File: src/rtl/interp_pkg.sv
// Shared types and constants for the interpolator sample sequencer.
package interp_pkg;

    localparam int DATA_W        = 8;
    localparam int DEFAULT_RATIO = 25;
    localparam int MIN_RATIO     = 2;

    typedef enum logic [1:0] {
        IDLE  = 2'd0,
        PRIME = 2'd1,
        RUN   = 2'd2
    } state_t;

endpackage

File: src/rtl/interp_phase_cnt.sv
// Modulo-R phase counter: sync clear, free-running increment, terminal-count flag at R-1.
module interp_phase_cnt #(
    parameter int RATIO_W = 6
) (
    input  logic               clock,
    input  logic               reset,
    input  logic               clr,
    input  logic               en,
    input  logic [RATIO_W-1:0] ratio,
    output logic [RATIO_W-1:0] phase,
    output logic               tc
);

    assign tc = (phase == ratio - RATIO_W'(1));

    // Phase register: wraps to 0 after the terminal count.
    always_ff @(posedge clock or posedge reset) begin
        if (reset)
            phase <= '0;
        else if (clr)
            phase <= '0;
        else if (en)
            phase <= tc ? '0 : phase + RATIO_W'(1);
    end

endmodule

File: src/rtl/interp_ctrl.sv
// Sample sequencer for the linear interpolator: fetches one sample per frame of
// R fast cycles, strobes the load, and repeats the held sample on underrun.
// Optional build macro: INTERP_CTRL_UNDERRUN_CNT_EN adds a saturating underrun counter.
module interp_ctrl #(
    parameter int DATA_W        = interp_pkg::DATA_W,
    parameter int RATIO_W       = 6,
    parameter int DEFAULT_RATIO = interp_pkg::DEFAULT_RATIO,
    parameter int CNT_W         = 16
) (
    input  logic               clock,
    input  logic               reset,
    input  logic               enable_i,
    input  logic [RATIO_W-1:0] ratio_i,
    input  logic               s_valid,
    input  logic [DATA_W-1:0]  s_data,
    output logic               s_ready,
    output logic               load_o,
    output logic [DATA_W-1:0]  sample_o,
    output logic [RATIO_W-1:0] phase_o,
    output logic               running_o,
    output logic               underrun_o,
    output logic [CNT_W-1:0]   underrun_cnt_o
);

    import interp_pkg::*;

    state_t             state_q, state_d;
    logic [RATIO_W-1:0] ratio_q, ratio_sel;
    logic [DATA_W-1:0]  sample_q;
    logic               load_q, load_d;
    logic               under_q, under_d;
    logic               running_q;
    logic               latch_ratio;
    logic               accept;
    logic               tc;

    assign accept = s_ready & s_valid;

    // Ratio sanitising: 0 selects the default, 1 is raised to the minimum usable ratio.
    always_comb begin
        ratio_sel = ratio_i;
        if (ratio_i == '0)
            ratio_sel = RATIO_W'(DEFAULT_RATIO);
        else if (ratio_i == RATIO_W'(1))
            ratio_sel = RATIO_W'(MIN_RATIO);
    end

    interp_phase_cnt #(.RATIO_W(RATIO_W)) u_phase (
        .clock (clock),
        .reset (reset),
        .clr   (state_q != RUN),
        .en    (1'b1),
        .ratio (ratio_q),
        .phase (phase_o),
        .tc    (tc)
    );

    // Next-state, handshake and strobe decode.
    always_comb begin
        state_d     = state_q;
        s_ready     = 1'b0;
        load_d      = 1'b0;
        under_d     = 1'b0;
        latch_ratio = 1'b0;
        case (state_q)
            IDLE: begin
                if (enable_i) begin
                    state_d     = PRIME;
                    latch_ratio = 1'b1;
                end
            end
            PRIME: begin
                // Ready is withdrawn together with enable so a stop never completes a handshake.
                s_ready = enable_i;
                if (!enable_i)
                    state_d = IDLE;
                else if (s_valid) begin
                    load_d  = 1'b1;
                    state_d = RUN;
                end
            end
            RUN: begin
                if (tc) begin
                    if (enable_i) begin
                        s_ready = 1'b1;
                        // Load every frame; without a new sample the held one is re-loaded.
                        load_d  = 1'b1;
                        under_d = ~s_valid;
                    end else begin
                        state_d = IDLE;
                    end
                end
            end
            default: state_d = IDLE;
        endcase
    end

    // State, latched ratio, held sample and registered strobes.
    always_ff @(posedge clock or posedge reset) begin
        if (reset) begin
            state_q   <= IDLE;
            ratio_q   <= RATIO_W'(DEFAULT_RATIO);
            sample_q  <= '0;
            load_q    <= 1'b0;
            under_q   <= 1'b0;
            running_q <= 1'b0;
        end else begin
            state_q   <= state_d;
            if (latch_ratio)
                ratio_q <= ratio_sel;
            if (accept)
                sample_q <= s_data;
            load_q    <= load_d;
            under_q   <= under_d;
            running_q <= (state_d == RUN);
        end
    end

    assign load_o     = load_q;
    assign sample_o   = sample_q;
    assign underrun_o = under_q;
    assign running_o  = running_q;

`ifdef INTERP_CTRL_UNDERRUN_CNT_EN
    logic [CNT_W-1:0] ucnt_q;

    // Saturating underrun count, updated in step with the underrun pulse.
    always_ff @(posedge clock or posedge reset) begin
        if (reset)
            ucnt_q <= '0;
        else if (latch_ratio)
            ucnt_q <= '0;
        else if (under_d && (ucnt_q != '1))
            ucnt_q <= ucnt_q + CNT_W'(1);
    end

    assign underrun_cnt_o = ucnt_q;
`else
    assign underrun_cnt_o = '0;
`endif

endmodule

File: config.mk
export PLATFORM = sky130hd
export DESIGN_NAME = interp_ctrl
export DESIGN_NICKNAME = d
export VERILOG_FILES = /design/src/rtl/interp_pkg.sv /design/src/rtl/interp_phase_cnt.sv /design/src/rtl/interp_ctrl.sv
export SDC_FILE = /design/constraint.sdc
export NUM_CORES = 1
export LEC_CHECK = 0
export ABC_AREA = 1
export BUFFER_PORTS_ARGS = -buffer_cell sky130_fd_sc_hd__buf_2
export CAP_MARGIN = 0
export CORE_UTILIZATION = 50
export CTS_BUF_LIST = sky130_fd_sc_hd__clkbuf_4
export DETAILED_ROUTE_END_ITERATION = 6
export PLACE_DENSITY = 0.82
export SLEW_MARGIN = 10
export SYNTH_ARGS = -nofsm -noshare
export SYNTH_HDL_FRONTEND = slang
export SYNTH_SLANG_ARGS = --single-unit
export TNS_END_PERCENT = 5
File: constraint.sdc
create_clock -name clock -period 2.32 [get_ports clock]
set_clock_uncertainty 0.1 [all_clocks]
set_input_delay 0.464 -clock clock [delete_from_list [all_inputs] [get_ports clock]]
set_output_delay 0.464 -clock clock [all_outputs]
set_load 0.01 [all_outputs]
==> summary.md, run 1 <==
| Metric | Value |
|---|---|
| Status | `finished with violations` |
| Failing checks | `design-rule violations, negative setup slack` |
| Vias | `1284` |
| All-Layer GR Usage | `between 20% and 30%` |
| Critical Path RT | `1760 ps` |
| Psw | `0.805 mW` |
| CTS sink cnt | `25` |
| DR iter-0 viols | `slightly below 60` |
| Setup WS post-layout | `-218 ps` |
| HP Class | `input port to async pin` |
| Slowest stage cell, crit path | `dfstp_2` |
| Post-DP HPWL | `about 2300 um` |
| Static Leak | `around 1.0 nW` |
| Hold-fix buffers, CTS | `0` |
| Post-place setup slack | `13.2 ps` |
| Root Buffer | `clkbuf_4` |
| Placed Instances | `between 200 and 300` |
| Largest net degree at the start of global routing | `26` |
| Maximum clock rate | `0.394 GHz` |
| Worst Path Buf+Inv | `2` |
| Pwr dens | `1040 mW/mm^2` |
| Wire per inst | `between 10 and 15 um` |
| PortBufs | `35` |
| Most frequent cells after synthesis | `nand2_1 (46), inv_1 (24), dfrtp_1 (22)` |
| Final #Nets | `approximately 260` |
| H-tree depth | `1` |
| Largest cells by area after synthesis | `dfrtp_1 (36%), nand2_1 (11%), buf_4 (8.3%)` |
| Die area | `0.00332 mm^2` |
| Main synth FF type | `dfrtp_1` |
| Int Pwr | `between 1 and 1.5 mW` |
| CTS tree | `built` |
| Core Area | `between 0.002 and 0.003 mm^2` |
| Max-cap violations | `0` |
| Final period utilization | `109%` |
| Combinational share of power | `53.0%` |
| Final setup fails | `1` |
| Post-Synthesis Cells | `between 150 and 200` |
| Critical path data arrival time | `around 2000 ps` |
| Cell area after layout | `0.00180 mm^2` |
| Clock share of power | `10.3%` |
| Flop and latch count out of synthesis | `25` |
| First-pass GRT wire length | `5090 um` |
| Critical path, cell by cell | `inv_2, ha_4, xnor2_4, nor2_4, nand3_2, nor2_4, nand3_4, a21oi_2, buf_2` |
| Max Slew Vio Count | `0` |
| Starting Density | `54.2%` |
| Die Wd | `around 58 um` |
| First-pass DRT Iterations | `6` |
| Post-synth top area share | `35.6%` |
| Share of layout cells above drive strength 1 | `roughly 30%` |
| I/O pin cnt | `52` |
| ANT nets after route | `0` |
| Async S/R FF share, synth | `100%` |
| Average via count per standard cell | `4.86` |
| DRC | `2` |
| VDD IR max | `approximately 800 uV` |
| Unrepaired setup endpoints after global routing | `yes` |
| WHS | `65.5 ps` |
| Routed wire length | `2960 um` |
| Longest Clk Path Bufs | `2` |
| Hold Vio Cnt, Final | `0` |
| Synth Area per Inst | `8.18 um^2` |
| CTS buffer count | `3` |
| Worst Path Max Fanout | `2` |
| Cell Area, Synth | `0.00155 mm^2` |
| Critical path's largest stage delay | `560 ps` |
| CTS clock-pin slew for the worst setup and hold paths | `~140 ps` |
| Clk Latency, worst-skew pair | `310 ps` |
| Post-synth EDFFs | `0` |
| Area after DPL | `0.00171 mm^2` |
| Die Ht | `between 50 and 60 um` |
| Critical Path Start Type | `register` |
| Post-Layout Cell Count | `264` |
| Sequential share of the synthesized area | `40.7%` |
| Syn. warnings | `0` |
| Final min period | `2540 ps` |
| Largest delay contributor family on the critical path | `flip-flops` |
| Initial antenna violation count | `0` |
| Sw Share | `between 40% and 50%` |
| RD Place Congestion | `a little over 0.8` |
| Area grow syn2layout | `16.7%` |
| Grt total ovfl | `0` |
| Kind of critical path | `register to output pin` |
| Count leader, synth | `nand2_1` |
| Post-synth cell types | `26` |
| Cell row count | `19` |
| Crit. End Element | `output pin` |
| Worst path most repeated cell | `nor2_4` |
| Synth area leader | `dfrtp_1` |
| Fin Setup TNS | `-218 ps` |
| Diodes inserted | `0` |
| Vias in the first global route | `1221` |
| Sequential share of power | `36.7%` |
timing repair:
| action | CTS | global route |
|---|---|---|
| gates resized for setup | 6 | 0 |
| pin swaps | 7 | 5 |
| setup endpoints to repair | 1 | 1 |
| setup buffers | 4 | 0 |
metrics by stage:
step / utilization [%] / power [mW]
5_1_grt: 63.2 / 2.03
3_3_place_gp: 60.0 / 1.52
2_1_floorplan: - / 1.34
6_report: 63.2 / 1.88
3_5_place_dp: 60.0 / 1.56
4_1_cts: 63.2 / 1.88
cell usage in the layout (no fill, tap or decap), types with 7 or more instances in the layout:
cell type	instances
inv_1	22
buf_4	8
nand4_1	9
nand3_1	9
dfrtp_1	22
a21oi_1	7
conb_1	16
nor2_1	19
buf_2	35
nand2_1	46
final timing paths:
path | slack (ps) | end | depth (start not counted) | from
min | 70 | sample_o[1] | 3 | reset
max reg2reg | 170 | sample_o[2] | 13 | ratio_q[0]
min in group clock | 260 | ratio_q[5] | 3 | ratio_i[5]
max | -220 | s_ready | 9 | ratio_q[0]
max in group asynchronous | 1760 | ratio_q[3] | 3 | reset
min reg2reg | 390 | sample_o[3] | 2 | sample_o[3]
metal layers:
metal,vias to the layer above,global-route usage (%),share of wire (%)
li1,653,-,-
met1,592,22.8,42
met5,-,0,0
met3,2,4.54,4.7
met2,37,38.2,53
met4,0,4.18,0.57
power by group through the flow:
stage / Sequential (mW) / Combinational, mW / Clock (mW)
6_report: 0.691 / 0.998 / 0.194
5_1_grt: 0.706 / 1.11 / 0.216
4_1_cts: 0.690 / 0.993 / 0.198
3_5_place_dp: 0.698 / 0.864 / 0
3_3_place_gp: 0.693 / 0.830 / 0
2_1_floorplan: 0.714 / 0.629 / 0
final cells by class:
| type | instances | area, um^2 |
|---|---|---|
| Timing Repair Buffer | 43 | 235 |
| Clock buffer | 3 | 22.5 |
| Inverter | 26 | 97.6 |
| Tap cell | 31 | 38.8 |
| Multi-Input combinational cell | 135 | 774 |
| Fill cell | 255 | 1050 |
| Sequential cell | 25 | 629 |
| Clock inverter | 1 | 5.00 |
sequential cells by signal (all words and copies together) (netlist names):
name and cells:
sample_o 8, state_q 2, load_o 1, underrun_o 1, u_phase.phase 6, ratio_q 6
running_o 1
kinds of logic after synthesis:
| family | after synthesis | synth area share [%] |
|---|---|---|
| compound gates | 11 | 3.81 |
| xor+xnor | 6 | 4.37 |
| fa+ha+maj | 6 | 4.86 |
| buf+inv | 44 | 15.1 |
| flops | 25 | 40.7 |
| other cells | 1 | 0.243 |
| simple gates | 96 | 30.9 |
tightest hold or removal path, delay by kind of cell:
| kind | cells | cell delay, ps |
|---|---|---|
| buffers and inverters | 3 | 430 |
Note: power is estimated with default switching activity, not from simulation.
==> inputs of run 2 (changes only) <==
--- a/config.mk
+++ b/config.mk
@@ -5,13 +5,12 @@
 export SDC_FILE = /design/constraint.sdc
 export NUM_CORES = 1
 export LEC_CHECK = 0
-export ABC_AREA = 1
 export BUFFER_PORTS_ARGS = -buffer_cell sky130_fd_sc_hd__buf_2
 export CAP_MARGIN = 0
 export CORE_UTILIZATION = 50
 export CTS_BUF_LIST = sky130_fd_sc_hd__clkbuf_4
 export DETAILED_ROUTE_END_ITERATION = 6
-export PLACE_DENSITY = 0.82
+export PLACE_DENSITY_LB_ADDON = 0.3
 export SLEW_MARGIN = 10
 export SYNTH_ARGS = -nofsm -noshare
 export SYNTH_HDL_FRONTEND = slang
==> summary.md, run 2 <==
| Metric | Value |
|---|---|
| Die Ht | `55.6 um (was 57.6 um)` |
| Main synth FF type | `dfrtp_1 (unchanged)` |
| Most frequent cells in the layout | `buf_2 (35), dfrtp_1 (22), conb_1 (16), nand2_1 (11) (was nand2_1 (46), buf_2 (35), inv_1 (22), dfrtp_1 (22), nor2_1 (19))` |
| Die area | `0.00309 mm^2 (was 0.00332 mm^2)` |
| Kind of critical path | `register to output pin (unchanged)` |
| Hold Vio Cnt, Final | `0 (unchanged)` |
| First-pass GRT wire length | `4300 um (was 5090 um)` |
| Share of layout cells above drive strength 1 | `38.5% (was 30.0%)` |
| Synth area leader | `dfrtp_1 (unchanged)` |
| Synth Area per Inst | `10.5 um^2 (was 8.18 um^2)` |
| Status | `finished with violations (unchanged)` |
| CTS tree | `built (unchanged)` |
| Max-cap violations | `0 (unchanged)` |
| Initial antenna violation count | `0 (unchanged)` |
| Area after DPL | `0.00160 mm^2 (was 0.00171 mm^2)` |
| Core Area | `0.00273 mm^2 (was 0.00285 mm^2)` |
| Cell Area, Synth | `0.00144 mm^2 (was 0.00155 mm^2)` |
| All-Layer GR Usage | `17.4% (was 20.1%)` |
| CTS buffer count | `3 (unchanged)` |
| Area grow syn2layout | `16.3% (was 16.7%)` |
| Largest net degree at the start of global routing | `26 (unchanged)` |
| Average via count per standard cell | `4.95 (was 4.86)` |
| Worst Path Buf+Inv | `2 (unchanged)` |
| Fillers | `230 (was 255)` |
| Cell row count | `19 (unchanged)` |
| Cell area after layout | `0.00167 mm^2 (was 0.00180 mm^2)` |
| Sequential share of the synthesized area | `43.8% (was 40.7%)` |
| Worst Path Max Fanout | `3 (was 2)` |
| Fin Setup TNS | `-321 ps (was -218 ps)` |
| First-pass DRT Iterations | `4 (was 6)` |
| Pwr dens | `1060 mW/mm^2 (was 1040 mW/mm^2)` |
| Post-Layout Cell Count | `210 (was 264)` |
| Wire per inst | `11.9 um (was 11.2 um)` |
| Starting Density | `52.5% (was 54.2%)` |
| Die Wd | `55.6 um (was 57.6 um)` |
| Max Slew Vio Count | `0 (unchanged)` |
| Final #Nets | `204 (was 258)` |
| Routed wire length | `2490 um (was 2960 um)` |
| Critical path, cell by cell | `inv_2, ha_4, xnor2_1, a21o_1, o21ai_2, nand3_2, or2_4, a21oi_2, buf_2 (was inv_2, ha_4, xnor2_4, nor2_4, nand3_2, nor2_4, nand3_4, a21oi_2, buf_2)` |
| Vias | `1040 (was 1284)` |
| Crit. End Element | `output pin (unchanged)` |
| Grt total ovfl | `0 (unchanged)` |
| I/O pin cnt | `52 (unchanged)` |
| Diodes inserted | `0 (unchanged)` |
| Placed Instances | `203 (was 256)` |
| Critical Path Start Type | `register (unchanged)` |
| RD Place Congestion | `0.799 (was 0.819)` |
| Slowest stage cell, crit path | `dfstp_2 (unchanged)` |
| Clk Latency, worst-skew pair | `310 ps (about the same)` |
| Post-place setup slack | `-20.6 ps (was 13.2 ps)` |
| Syn. warnings | `0 (unchanged)` |
| Leading cell type in the layout, fill and taps excluded | `buf_2 (was nand2_1)` |
| Critical path data arrival time | `2060 ps (was 1970 ps)` |
| Post-Synthesis Cells | `137 (was 189)` |
| Post-synth top area share | `38.3% (was 35.6%)` |
| H-tree depth | `1 (unchanged)` |
| Register Area | `629 um^2 (unchanged)` |
| Largest cells by area after synthesis | `dfrtp_1 (38%), buf_4 (8.9%), mux2_4 (8.4%) (was dfrtp_1 (36%), nand2_1 (11%), buf_4 (8.3%))` |
| Vias in the first global route | `995 (was 1221)` |
| Hold-fix buffers, CTS | `0 (unchanged)` |
| Async S/R FF share, synth | `100% (unchanged)` |
| Most frequent cells after synthesis | `dfrtp_1 (22), buf_4 (17), nand2_1 (11) (was nand2_1 (46), inv_1 (24), dfrtp_1 (22))` |
| Post-DP HPWL | `1900 um (was 2250 um)` |
| ANT nets after route | `0 (unchanged)` |
| Final period utilization | `113% (was 109%)` |
| Maximum clock rate | `0.382 GHz (was 0.394 GHz)` |
| Critical Path RT | `1760 ps (about the same)` |
| Largest register FFs | `8 (unchanged)` |
| CTS sink cnt | `25 (unchanged)` |
| VDD IR max | `707 uV (was 796 uV)` |
| HP Class | `input port to async pin (unchanged)` |
| Failing checks | `negative setup slack (was design-rule violations, negative setup slack)` |
| Flop and latch count out of synthesis | `25 (unchanged)` |
| Post-synth EDFFs | `0 (unchanged)` |
| Longest Clk Path Bufs | `2 (unchanged)` |
| CTS clock-pin slew for the worst setup and hold paths | `130 ps (was 140 ps)` |
| Critical path's largest stage delay | `560 ps (about the same)` |
| Largest delay contributor family on the critical path | `flip-flops (unchanged)` |
| Final setup fails | `7 (was 1)` |
| Setup WS post-layout | `-300 ps (was -218 ps)` |
| Post-synth cell types | `34 (was 26)` |
| DR iter-0 viols | `15 (was 58)` |
| Root Buffer | `clkbuf_4 (unchanged)` |
| Static Leak | `0.846 nW (was 1.05 nW)` |
| Unrepaired setup endpoints after global routing | `yes (unchanged)` |
| DRC | `0 (was 2)` |
| Multi-input gate area | `718 um^2 (was 774 um^2)` |
| PortBufs | `35 (unchanged)` |
| Count leader, synth | `dfrtp_1 (was nand2_1)` |
| Final min period | `2620 ps (was 2540 ps)` |
==> run 2: cell types whose count changed after synthesis, moves of 5 or more <==
cell	previous run	this run
a21oi_1	8	3
nand4_1	9	2
nand3_1	9	2
nand2_1	46	11
xnor2_1	3	10
nor3_1	0	5
inv_1	24	7
mux2_4	0	8
nor2_1	19	10
==> run 2: kinds of logic (layout without fill, tap and decap cells) <==
family          Yosys count  in the layout  synth area share (%)
buf+inv                  26             53                  11.8
mux                      10             10                  9.93
fa+ha+maj                 6              6                  5.23
simple gates             38             38                  13.3
other cells               1             16                 0.261
xor+xnor                 13             13                  7.93
compound gates           18             18                  7.75
flops                    25             25                  43.8
==> run 2: where the power goes <==
| group | total [mW] | switching (mW) | internal (mW) |
|---|---|---|---|
| clock network | 0.198 | 0.119 | 0.0787 |
| registers | 0.727 | 0.122 | 0.605 |
| logic | 0.844 | 0.409 | 0.434 |
| total | 1.77 | 0.650 | 1.12 |
==> run 2: area by class of cell <==
| type | count | area share (%) |
|---|---|---|
| clock buffers | 4 | 1.80 |
| well taps | 31 | 2.32 |
| multi-input cells | 101 | 43.0 |
| repair buffers | 42 | 13.6 |
| inverters | 7 | 1.57 |
| flip-flops and latches | 25 | 37.7 |
==> run 2: what timing repair did <==
action                     4_1_cts  5_1_grt
setup buffers                    2        1
resized for setup                2        2
setup endpoints to repair        1        9
hold endpoints to repair         0        0
cloned                           0        0
pin swaps                        6        2
==> run 2: stage by stage <==
step                      total power [mW]  utilization (%)  hold slack [ps]
final                                 1.77             61.1             68.3
after CTS                             1.77             60.6             72.0
after floorplan                       1.32                -              371
after global placement                1.50             58.6              392
after global routing                  1.91             61.1             93.3
after detailed placement              1.53             58.6              388
==> run 2: path summary, 6_finish.rpt <==
kind / from / endpoint / slack [ps] / cells after the start
max: ratio_q[0] / s_ready / -300 / 9
min: reset / sample_o[6] / 70 / 3
max reg2reg: ratio_q[0] / sample_o[3] / -10 / 10
min reg2reg: ratio_q[4] / ratio_q[4] / 410 / 2
max in group asynchronous: reset / ratio_q[3] / 1760 / 3
min in group clock: s_data[4] / sample_o[4] / 280 / 2
==> run 2: worst min-delay path, stage by stage <==
cell,delay (ps)
buf_2,90
inv_1,40
buf_4,290
==> run 2: per-layer routing <==
layer	track usage, %	part of all wire, %	up-vias
li1	-	-	511
met4	6.43	0.60	0
met3	2.33	3.7	2
met2	27.9	51	29
met5	0	0	-
met1	24.1	45	498
